==> src/rtl/av_master_arbiter.sv <==
// Two-requester arbiter for a single Avalon-MM master port with a per-transfer watchdog.
// The winning request is registered onto m_*; completion/abort is routed back combinationally.
module av_master_arbiter #(
    parameter int unsigned TIMEOUT_CYCLES = 1024,
    parameter logic [15:0] ABORT_RDATA    = 16'hDEAD
) (
    input  logic        sysclk,
    input  logic        sysreset,
    input  logic [15:0] req0_address,
    input  logic [15:0] req0_writedata,
    input  logic        req0_write,
    input  logic        req0_read,
    output logic [15:0] req0_readdata,
    output logic        req0_waitrequest,
    input  logic [15:0] req1_address,
    input  logic [15:0] req1_writedata,
    input  logic        req1_write,
    input  logic        req1_read,
    output logic [15:0] req1_readdata,
    output logic        req1_waitrequest,
    output logic [15:0] m_address,
    output logic [15:0] m_writedata,
    output logic        m_write,
    output logic        m_read,
    input  logic [15:0] m_readdata,
    input  logic        m_waitrequest,
    output logic        owner,
    output logic        busy,
    output logic        timeout_flag,
    input  logic        timeout_clear
);
    localparam int unsigned AW = 16;
    localparam int unsigned DW = 16;
    localparam int unsigned CW = 16;
    localparam logic [CW-1:0] LAST_CNT = CW'(TIMEOUT_CYCLES - 1);

    typedef enum logic {IDLE = 1'b0, BUSY = 1'b1} state_t;

    state_t        state_q, state_d;
    logic          owner_q, owner_d;
    logic          busy_q, busy_d;
    logic [AW-1:0] m_address_q, m_address_d;
    logic [DW-1:0] m_writedata_q, m_writedata_d;
    logic          m_write_q, m_write_d;
    logic          m_read_q, m_read_d;
    logic [CW-1:0] count_q, count_d;
    logic          timeout_flag_q, timeout_flag_d;

    logic          act0_c, act1_c, sel_c, done_c, abort_c, fin_c;
    logic [DW-1:0] resp_c;

    always_ff @(posedge sysclk or posedge sysreset) begin
        if (sysreset) begin
            state_q        <= IDLE;
            owner_q        <= 1'b1;
            busy_q         <= 1'b0;
            m_address_q    <= '0;
            m_writedata_q  <= '0;
            m_write_q      <= 1'b0;
            m_read_q       <= 1'b0;
            count_q        <= '0;
            timeout_flag_q <= 1'b0;
        end else begin
            state_q        <= state_d;
            owner_q        <= owner_d;
            busy_q         <= busy_d;
            m_address_q    <= m_address_d;
            m_writedata_q  <= m_writedata_d;
            m_write_q      <= m_write_d;
            m_read_q       <= m_read_d;
            count_q        <= count_d;
            timeout_flag_q <= timeout_flag_d;
        end
    end

    // Arbitration, capture, watchdog and sticky abort flag
    always_comb begin
        state_d        = state_q;
        owner_d        = owner_q;
        busy_d         = busy_q;
        m_address_d    = m_address_q;
        m_writedata_d  = m_writedata_q;
        m_write_d      = m_write_q;
        m_read_d       = m_read_q;
        count_d        = count_q;
        act0_c         = req0_write | req0_read;
        act1_c         = req1_write | req1_read;
        sel_c          = (act0_c & act1_c) ? ~owner_q : act1_c;
        done_c         = (state_q == BUSY) & ~m_waitrequest;
        abort_c        = (state_q == BUSY) & m_waitrequest & (count_q == LAST_CNT);
        fin_c          = done_c | abort_c;
        timeout_flag_d = abort_c ? 1'b1 : (timeout_clear ? 1'b0 : timeout_flag_q);

        case (state_q)
            IDLE: begin
                if (act0_c | act1_c) begin
                    state_d       = BUSY;
                    busy_d        = 1'b1;
                    owner_d       = sel_c;
                    count_d       = '0;
                    m_address_d   = sel_c ? req1_address : req0_address;
                    m_writedata_d = sel_c ? req1_writedata : req0_writedata;
                    m_write_d     = sel_c ? req1_write : req0_write;
                    // Both strobes high is treated as a write
                    m_read_d      = sel_c ? (req1_read & ~req1_write) : (req0_read & ~req0_write);
                end
            end
            BUSY: begin
                if (fin_c) begin
                    state_d   = IDLE;
                    busy_d    = 1'b0;
                    m_write_d = 1'b0;
                    m_read_d  = 1'b0;
                end else begin
                    count_d = count_q + CW'(1);
                end
            end
            default: state_d = IDLE;
        endcase
    end

    // Completion routing back to the owning requester
    always_comb begin
        resp_c           = abort_c ? ABORT_RDATA : m_readdata;
        req0_waitrequest = act0_c & ~(fin_c & ~owner_q);
        req1_waitrequest = act1_c & ~(fin_c & owner_q);
        req0_readdata    = (fin_c & ~owner_q) ? resp_c : '0;
        req1_readdata    = (fin_c & owner_q) ? resp_c : '0;
    end

    assign m_address    = m_address_q;
    assign m_writedata  = m_writedata_q;
    assign m_write      = m_write_q;
    assign m_read       = m_read_q;
    assign owner        = owner_q;
    assign busy         = busy_q;
    assign timeout_flag = timeout_flag_q;

endmodule

==> config.mk <==
export PLATFORM = sky130hd
export DESIGN_NAME = av_master_arbiter
export DESIGN_NICKNAME = d
export VERILOG_FILES = /design/src/rtl/av_master_arbiter.sv
export SDC_FILE = /design/constraint.sdc
export NUM_CORES = 1
export LEC_CHECK = 0
export CAP_MARGIN = 10
export CORE_MARGIN = 5
export CORE_UTILIZATION = 43
export CTS_CLUSTER_DIAMETER = 60
export DETAILED_ROUTE_END_ITERATION = 8
export PLACE_DENSITY = 0.88
export SETUP_SLACK_MARGIN = 0.15
export SLEW_MARGIN = 15
export SYNTH_ARGS = -nofsm -noshare
export SYNTH_HDL_FRONTEND = slang
export SYNTH_SLANG_ARGS = --single-unit
==> constraint.sdc <==
create_clock -name sysclk -period 5.5 [get_ports sysclk]
set_input_delay 1.1 -clock sysclk [delete_from_list [all_inputs] [get_ports sysclk]]
set_output_delay 1.1 -clock sysclk [all_outputs]
set_load 0.05 [all_outputs]
# Word level (Yosys, flattened, before mapping)
# Index checks and enable logic that the tools add are counted.
# word_totals
word_cells	62
input_bits	88
output_inout_bits	71
regBits	54
# op_classes
n_reduce_logical	4
mux	23
bitwise_logic	21
eq_ne	4
n_addsub	1
# op_table
operator	count
two-way mux 16 bit	7
one-hot mux 16 bit (2 select lines)	1
adder 16 x 1 -> 16 bit (second input constant)	1
== test 16 x 10 -> 1 bit (second input constant)	1
two-way mux 1 bit	11
AND 1 bit	10
one-hot mux 1 bit (2 select lines)	4
NOT 1 bit	7
AND reduction 2 bit	3
inequality test 2 bit (second input constant)	2
bitwise OR 1 bit	4
inequality test 2 x 1 -> 1 bit (second input constant)	1
nonzero test 2 bit	1

# Depth between registers and ports, before layout
# Gate-level depths: netlist of run 1.
# logic_depth
ltp_word	6
ltp_mapped	7

# Worst setup path after synthesis of run 1
# Ideal clock, no wire load.
# synth_path
path_kind	input to output
startpoint	input port m_waitrequest
endpoint	output port req0_readdata[0]
path_stages	5
path_buffers	2
t_arrival_ns	2.618
path_slack_ns	1.782
path_cell_list	clkbuf_1 > nor2_1 > clkbuf_1 > nand2_1 > a21oi_1
# synth_between
elab_chain_len	5
elab_cells_between_ends	8
classes_between	2 x mux; 6 x bitwise
# synth_lines
item	line	source
start: declaration	26	input logic m_waitrequest,
AND 1 bit / NOT 1 bit (equally long branches)	90, 89	
AND 1 bit, on equally long branches	90, 89	
bitwise OR 1 bit	91	fin_c = done_c | abort_c;
AND 1 bit	127	req0_readdata = (fin_c & ~owner_q) ? resp_c : '0;
two-way mux 16 bit (*)	127	
end: declaration	13	output logic [15:0] req0_readdata,
# Mark *: on every way between the ends. The rest lies on a longest branch, timed or not.

# Worst setup path in the final report of run 1
# layout_path
startpoint	input port m_waitrequest
endpoint	output port req0_readdata[5]
# The elaborated chain is that of the path after synthesis.

==> run_results.csv, run 1 <==
group,metric,value,unit
power_and_ir_drop,power,2400,uW
cts,post_cts_buffers,0,
global_route,antenna_found_initial,0,
power_and_ir_drop,clkPwrFrac,10.8,%
worst_setup_path,worstReg2RegEnd,"count_q[1]$_DFFE_PP0P_",
logic_synthesis,ys_seq_area_share,43.9,%
drt,routed_wl,9.89,mm
worst_setup_path,required,4.40,ns
layout,mostFrequentLayoutCells,"clkdlybuf4s50_1, nand2_1, dfrtp_1, o21ai_0, mux2i_1",
worst_setup_path,worstPathCellList,"clkdlybuf4s50_1, buf_4, and4_1, nand2_1, a21oi_1, clkdlybuf4s50_1",
logic_synthesis,ys_ff_latch,54,
worst_setup_path,end_kind,"output port",
cts,insertion_delay,0.30,ns
power_and_ir_drop,power_leakage,0.00197,uW
job,maxCapViolations,0,
drt,drc,0,
worst_setup_path,cp-start-kind,"input pin",
logic_synthesis,syn_area,3080,sq um
cts,ctsResizeCount,0,
power_and_ir_drop,p_seq_share,27.7,%
power_and_ir_drop,swShare,51.7,%
layout,num_antenna_cells,0,
floorplanning,num_rows,30,
layout,layout_commonest_cell,"clkdlybuf4s50_1",
hold_path,hold_class,"reg -> reg",
floorplanning,die_h,94.6,microns
floorplanning,initial_core_util,44.8,%
placement,dp_hpwl,7.84,mm
sta,tns,0,ns
layout,synthToLayoutAreaGrowth,55.6,%
floorplanning,die_x,94.6,microns
sta,max_freq,206,MHz
logic_synthesis,syn_inst,345,
drt,first_pass_iters,4,
logic_synthesis,yosysTopAreaCellShare,43.1,%
logic_synthesis,ys.flop_type,"dfrtp_1",
logic_synthesis,synth_edf_count,0,
cts,clock_sinks,54,
cts,hold_buffers,0,
sta,relSlewSlack,31.4,%
worst_setup_path,cpMaxStageDelayCell,"clkdlybuf4s50_1",
worst_setup_path,r2r_slack,3.22,ns
sta,finalSetupViolCount,0,
global_route,grt_pass1_wl,15.6,mm
cts,tritoncts,"yes",
sta,min_period,4.86,ns
hold_path,whs_endpoint,"m_address[10]$_DFFE_PP0P_",
drt,vias,3167,
power_and_ir_drop,p_sw,1240,uW
placement,port_buffers,158,
worst_setup_path,max_stage_delay,0.85,ns
global_route,grt_pass1_vias,3229,
power_and_ir_drop,peakVddDrop,0.340,mV
hold_path,min-delay-start,"m_address[10]$_DFFE_PP0P_",
worst_setup_path,path_max_fanout,25,
sta,period_share,88.4,%
worst_setup_path,r2r_cells,4,
drt,wire_per_inst,16.9,microns
status,outcome,"finished, final reports clean",
logic_synthesis,synthesis.nets,434,
cts,cts-htree-levels,2,
placement,routabilityCongestion,0.924,
layout,drive_gt1_share,5.12,%
logic_synthesis,yosysTopAreaCell,"dfrtp_1",
logic_synthesis,synth_warnings,0,
drt,viasPerCell,5.42,
worst_setup_path,crit_type,"in -> out",
floorplanning,dieArea,8960,sq um
floorplanning,io-pin-count,159,
layout,fillers,493,
sta,rsz0062_at_grt,"false",
floorplanning,core-area,6870,sq um
power_and_ir_drop,p_per_area,501,nW/um^2
global_route,gr-total-overflow,0,
logic_synthesis,ys_top_cells_by_area,"dfrtp_1, mux2i_1, nand2_1",
sta,tightestPinTransition,1.03,ns
global_route,track_usage,22.3,%
logic_synthesis,ys_types,50,
worst_setup_path,cp_data_arrival_time,3.76,ns
sta,fin_skew,0.00650,ns
sta,maxSlewViolCount,0,
logic_synthesis,async_flop_share,100,%
drt,drtAntennaViolNets,0,
drt,drt_iter0_drc,193,
cts,cts-root-buf,"clkbuf_8",
power_and_ir_drop,intPower,1160,uW
cts,numCtsBuffers,5,
worst_setup_path,rr_startpoint,"count_q[11]$_DFFE_PP0P_",
hold_path,hold_depth,2,
sta,final-hold-violation-count,0,
cts,clk_pin_slew,0.09,ns
worst_setup_path,path_common_cell,"clkdlybuf4s50_1",
layout,layout.nets,576,
cts,clock_path_buffers,2,
power_and_ir_drop,power_frac_comb,61.6,%
logic_synthesis,syn_avg_cell_area,8.93,sq um
global_route,grt_max_degree,69,
-- cell usage after synthesis (2+ instances only) --
cell type  instances
or3_2              2
a21oi_1           28
nor4_2             2
a31oi_1            8
nand3_1            6
o21a_1             2
o22a_1             2
and3_1             4
nand4_1            5
nor2_1            15
o22ai_1            2
nor4_1             3
inv_1              8
buf_4              5
nand2b_1           6
nand2_1           60
buf_2              9
nor3_1             7
o21ai_0           41
a221o_1            2
and4_1             3
clkbuf_1          11
mux2i_1           35
dfrtp_1           53
-- flip-flops by register name (all words and copies together), names as in the netlist --
register	cells
count_q	16
m_address	16
m_writedata	16
busy	1
m_read	1
m_write	1
owner	1
state_q	1
timeout_flag	1
-- worst max-delay path by stage --
stage / cells past startpoint / slack [ns] / start / endpoint
4_1_cts: 6 / 0.65 / m_waitrequest / req0_readdata[5]
6_report: 6 / 0.64 / m_waitrequest / req0_readdata[5]
3_5_place_dp: 6 / 0.66 / m_waitrequest / req0_readdata[5]
5_1_grt: 6 / 0.47 / m_waitrequest / req0_readdata[5]
3_3_place_gp: 6 / 0.84 / m_waitrequest / req1_readdata[14]
2_1_floorplan: 5 / 1.78 / m_waitrequest / req0_readdata[0]
-- power groups by stage --
stage | clock (uW) | combinational, uW | sequential [uW]
final | 259 | 1480 | 664
after global routing | 279 | 1570 | 686
after CTS | 264 | 1490 | 662
after detailed placement | 0 | 1490 | 666
after global placement | 0 | 1460 | 657
after floorplan | 0 | 570 | 1070
-- area by class of cell --
class	instances	area, sq um	area share (%)
sequential	54	1350	28.2
timing repair buffer	160	1600	33.3
inverter	8	31.3	0.652
clock inverter	3	40.0	0.835
multi-input combinational	258	1590	33.1
tap	96	120	2.51
clock buffer	5	68.8	1.44
-- through the flow --
stage / hold WS, ns / util [%] / instance area, sq um / setup WS (ns) / instances
after CTS: 0.491 / 69.8 / 4790 / 0.647 / 584
after detailed placement: 0.469 / 68.2 / 4680 / 0.657 / 576
after global placement: 0.460 / 68.2 / 4680 / 0.837 / 576
after global routing: 0.517 / 69.8 / 4790 / 0.465 / 584
after floorplan: 0.472 / - / 3080 / 1.78 / 345
final: 0.486 / 69.8 / 4790 / 0.639 / 584
-- worst max-delay path, delay by kind of cell --
kind            cells  cell delay, ns
compound gates      1            0.36
buf+inv             3            1.47
simple gates        2            0.82
-- logic make-up (layout without fill, tap and decap cells) --
kind of cell    count (synthesis)  in the layout  synth area share [%]
simple gates                  122            122                  20.3
compound gates                 98             98                  18.4
flops                          54             54                  43.9
mux                            36             36                  11.7
buf+inv                        33            176                  5.00
fa+ha+maj                       1              1                 0.406
xor+xnor                        1              1                 0.284
-- layer usage --
metal	vias up	GRT usage, %	wire [microns]
met2	157	37.8	5100
met4	0	8.53	248
li1	1521	-	-
met5	-	0	0
met1	1469	26.3	3620
met3	20	7.09	922
No activity file was read; power rests on OpenSTA's default activity.
==> run 2: changes to the inputs <==
--- a/config.mk
+++ b/config.mk
@@ -7,10 +7,10 @@
 export LEC_CHECK = 0
 export CAP_MARGIN = 10
 export CORE_MARGIN = 5
-export CORE_UTILIZATION = 43
+export CORE_UTILIZATION = 36
 export CTS_CLUSTER_DIAMETER = 60
 export DETAILED_ROUTE_END_ITERATION = 8
-export PLACE_DENSITY = 0.88
+export PLACE_DENSITY = 0.79
 export SETUP_SLACK_MARGIN = 0.15
 export SLEW_MARGIN = 15
 export SYNTH_ARGS = -nofsm -noshare
==> constraint.sdc (replaced) <==
create_clock -name sysclk -period 4.2 [get_ports sysclk]
set_input_delay 0.84 -clock sysclk [delete_from_list [all_inputs] [get_ports sysclk]]
set_output_delay 0.84 -clock sysclk [all_outputs]
set_load 0.05 [all_outputs]
==> run_results.csv, run 2 (synthesis gave the netlist of run 1 again) <==
group,metric,value,unit
sta,tightestPinTransition,1.00,ns
layout,instances_no_fill,598,
global_route,grt_pass1_vias,3197,
cts,ctsResizeCount,0,
sta,max_freq,276,MHz
layout,regArea,1350,sq um
power_and_ir_drop,intPower,1560,uW
floorplanning,io-pin-count,159,
sta,fin_skew,0.00982,ns
power_and_ir_drop,p_sw,1640,uW
layout,layout_commonest_cell,"clkdlybuf4s50_1",
floorplanning,core-area,8260,sq um
power_and_ir_drop,p_per_area,632,nW/um^2
worst_setup_path,cp-start-kind,"input pin",
drt,first_pass_iters,5,
cts,cts-root-buf,"clkbuf_8",
floorplanning,die_h,103,microns
global_route,grt_max_degree,49,
worst_setup_path,rr_startpoint,"count_q[11]$_DFFE_PP0P_",
hold_path,hold_class,"reg -> reg",
floorplanning,num_rows,33,
cts,clock_sinks,54,
sta,rsz0062_at_grt,"false",
layout,fillers,685,
cts,insertion_delay,0.31,ns
worst_setup_path,cp_data_arrival_time,2.78,ns
sta,final-hold-violation-count,0,
global_route,track_usage,18.7,%
sta,tns,0,ns
worst_setup_path,crit_type,"in -> out",
drt,drc,0,
layout,mostFrequentLayoutCells,"clkdlybuf4s50_1, nand2_1, dfrtp_1, o21ai_0, mux2i_1",
worst_setup_path,required,3.36,ns
sta,relSlewSlack,33.3,%
floorplanning,die_x,103,microns
placement,dp_hpwl,7.95,mm
worst_setup_path,end_kind,"output port",
global_route,grt_pass1_wl,15.5,mm
layout,synthToLayoutAreaGrowth,64.3,%
drt,viasPerCell,5.31,
layout,num_antenna_cells,0,
sta,maxSlewViolCount,0,
hold_path,hold_depth,2,
worst_setup_path,worstReg2RegEnd,"count_q[1]$_DFFE_PP0P_",
drt,routed_wl,10.0,mm
hold_path,min-delay-start,"m_writedata[0]$_DFFE_PP0P_",
drt,wire_per_inst,16.7,microns
placement,placed_cells,590,
layout,multi_input_area,1590,sq um
worst_setup_path,r2r_cells,5,
worst_setup_path,cpMaxStageDelayCell,"clkdlybuf4s50_1",
drt,vias,3178,
power_and_ir_drop,clkPwrFrac,9.9,%
worst_setup_path,max_stage_delay,0.48,ns
cts,numCtsBuffers,5,
cts,clk_pin_slew,0.10,ns
cts,tritoncts,"yes",
global_route,gr-total-overflow,0,
placement,port_buffers,158,
layout,post-route-util,61.3,%
power_and_ir_drop,swShare,51.2,%
sta,period_share,86.2,%
cts,clock_path_buffers,2,
drt,drt_iter0_drc,242,
cts,cts-htree-levels,2,
power_and_ir_drop,power_frac_comb,63.3,%
status,outcome,"finished, final reports clean",
worst_setup_path,worstPathCellList,"clkdlybuf4s50_1, and4_1, nand2_1, a21oi_1, buf_12",
placement,routabilityCongestion,0.896,
floorplanning,initial_core_util,37.3,%
worst_setup_path,path_max_fanout,23,
layout,drive_gt1_share,11.0,%
hold_path,whs_endpoint,"m_writedata[0]$_DFFE_PP0P_",
global_route,antenna_found_initial,0,
power_and_ir_drop,p_seq_share,26.9,%
power_and_ir_drop,power_leakage,0.00210,uW
floorplanning,dieArea,10500,sq um
drt,drtAntennaViolNets,0,
sta,min_period,3.62,ns
layout,layout.nets,581,
cts,hold_buffers,0,
sta,finalSetupViolCount,0,
cts,post_cts_buffers,0,
job,maxCapViolations,0,
worst_setup_path,r2r_slack,1.72,ns
power_and_ir_drop,peakVddDrop,0.389,mV
run 2: cell count changes in the layout (fill, tap and decap cells not counted), sizes merged, moves of 2 or more:
cell and change:
buf +29, clkdlybuf4s50 -24, clkinv -3, inv +2
run 2: worst max-delay path by stage:
stage / slack [ns] / to / from / cells past startpoint
after floorplan: 1.00 / req0_readdata[0] / m_waitrequest / 5
after global placement: 0.70 / req0_readdata[11] / m_waitrequest / 5
after detailed placement: 0.61 / req1_readdata[5] / m_waitrequest / 5
after CTS: 0.61 / req1_readdata[5] / m_waitrequest / 5
after global routing: 0.47 / req1_readdata[5] / m_waitrequest / 5
final: 0.58 / req1_readdata[5] / m_waitrequest / 5
run 2: metal layers:
layer | GRT usage [%] | share of wire (%) | wire length [microns] | up-vias
li1 | - | - | - | 1527
met5 | 0 | 0 | 0 | -
met1 | 21.3 | 36 | 3640 | 1507
met4 | 6.36 | 3.0 | 299 | 0
met3 | 5.75 | 6.6 | 663 | 24
met2 | 33.0 | 54 | 5400 | 120
run 2: critical path: cells and delay by family:
family          cells  cell delay [ns]
compound gates      1             0.44
buf+inv             2             0.66
simple gates        2             0.82
run 2: cell type report:
| type | count | area share [%] |
|---|---|---|
| repair buffers | 165 | 36.8 |
| multi-input cells | 258 | 31.3 |
| clock inverters | 2 | 0.321 |
| flip-flops and latches | 54 | 26.7 |
| clock buffers | 6 | 1.63 |
| well taps | 105 | 2.60 |
| inverters | 8 | 0.593 |
run 2: power groups by stage:
stage | logic, uW | clock network (uW) | registers (uW)
6_report | 2020 | 316 | 859
5_1_grt | 2130 | 350 | 888
4_1_cts | 2050 | 325 | 861
3_5_place_dp | 2040 | 0 | 867
3_3_place_gp | 2010 | 0 | 859
2_1_floorplan | 746 | 0 | 1400
run 2: through the flow:
| step | setup WS [ns] | power, uW | area [sq um] | hold WS, ns |
|---|---|---|---|---|
| floorplan | 1.00 | 2150 | 3080 | 0.472 |
| global placement | 0.700 | 2870 | 4960 | 0.462 |
| detailed placement | 0.611 | 2910 | 4960 | 0.469 |
| CTS | 0.606 | 3230 | 5060 | 0.492 |
| global route | 0.466 | 3370 | 5060 | 0.526 |
| finish | 0.581 | 3200 | 5060 | 0.485 |
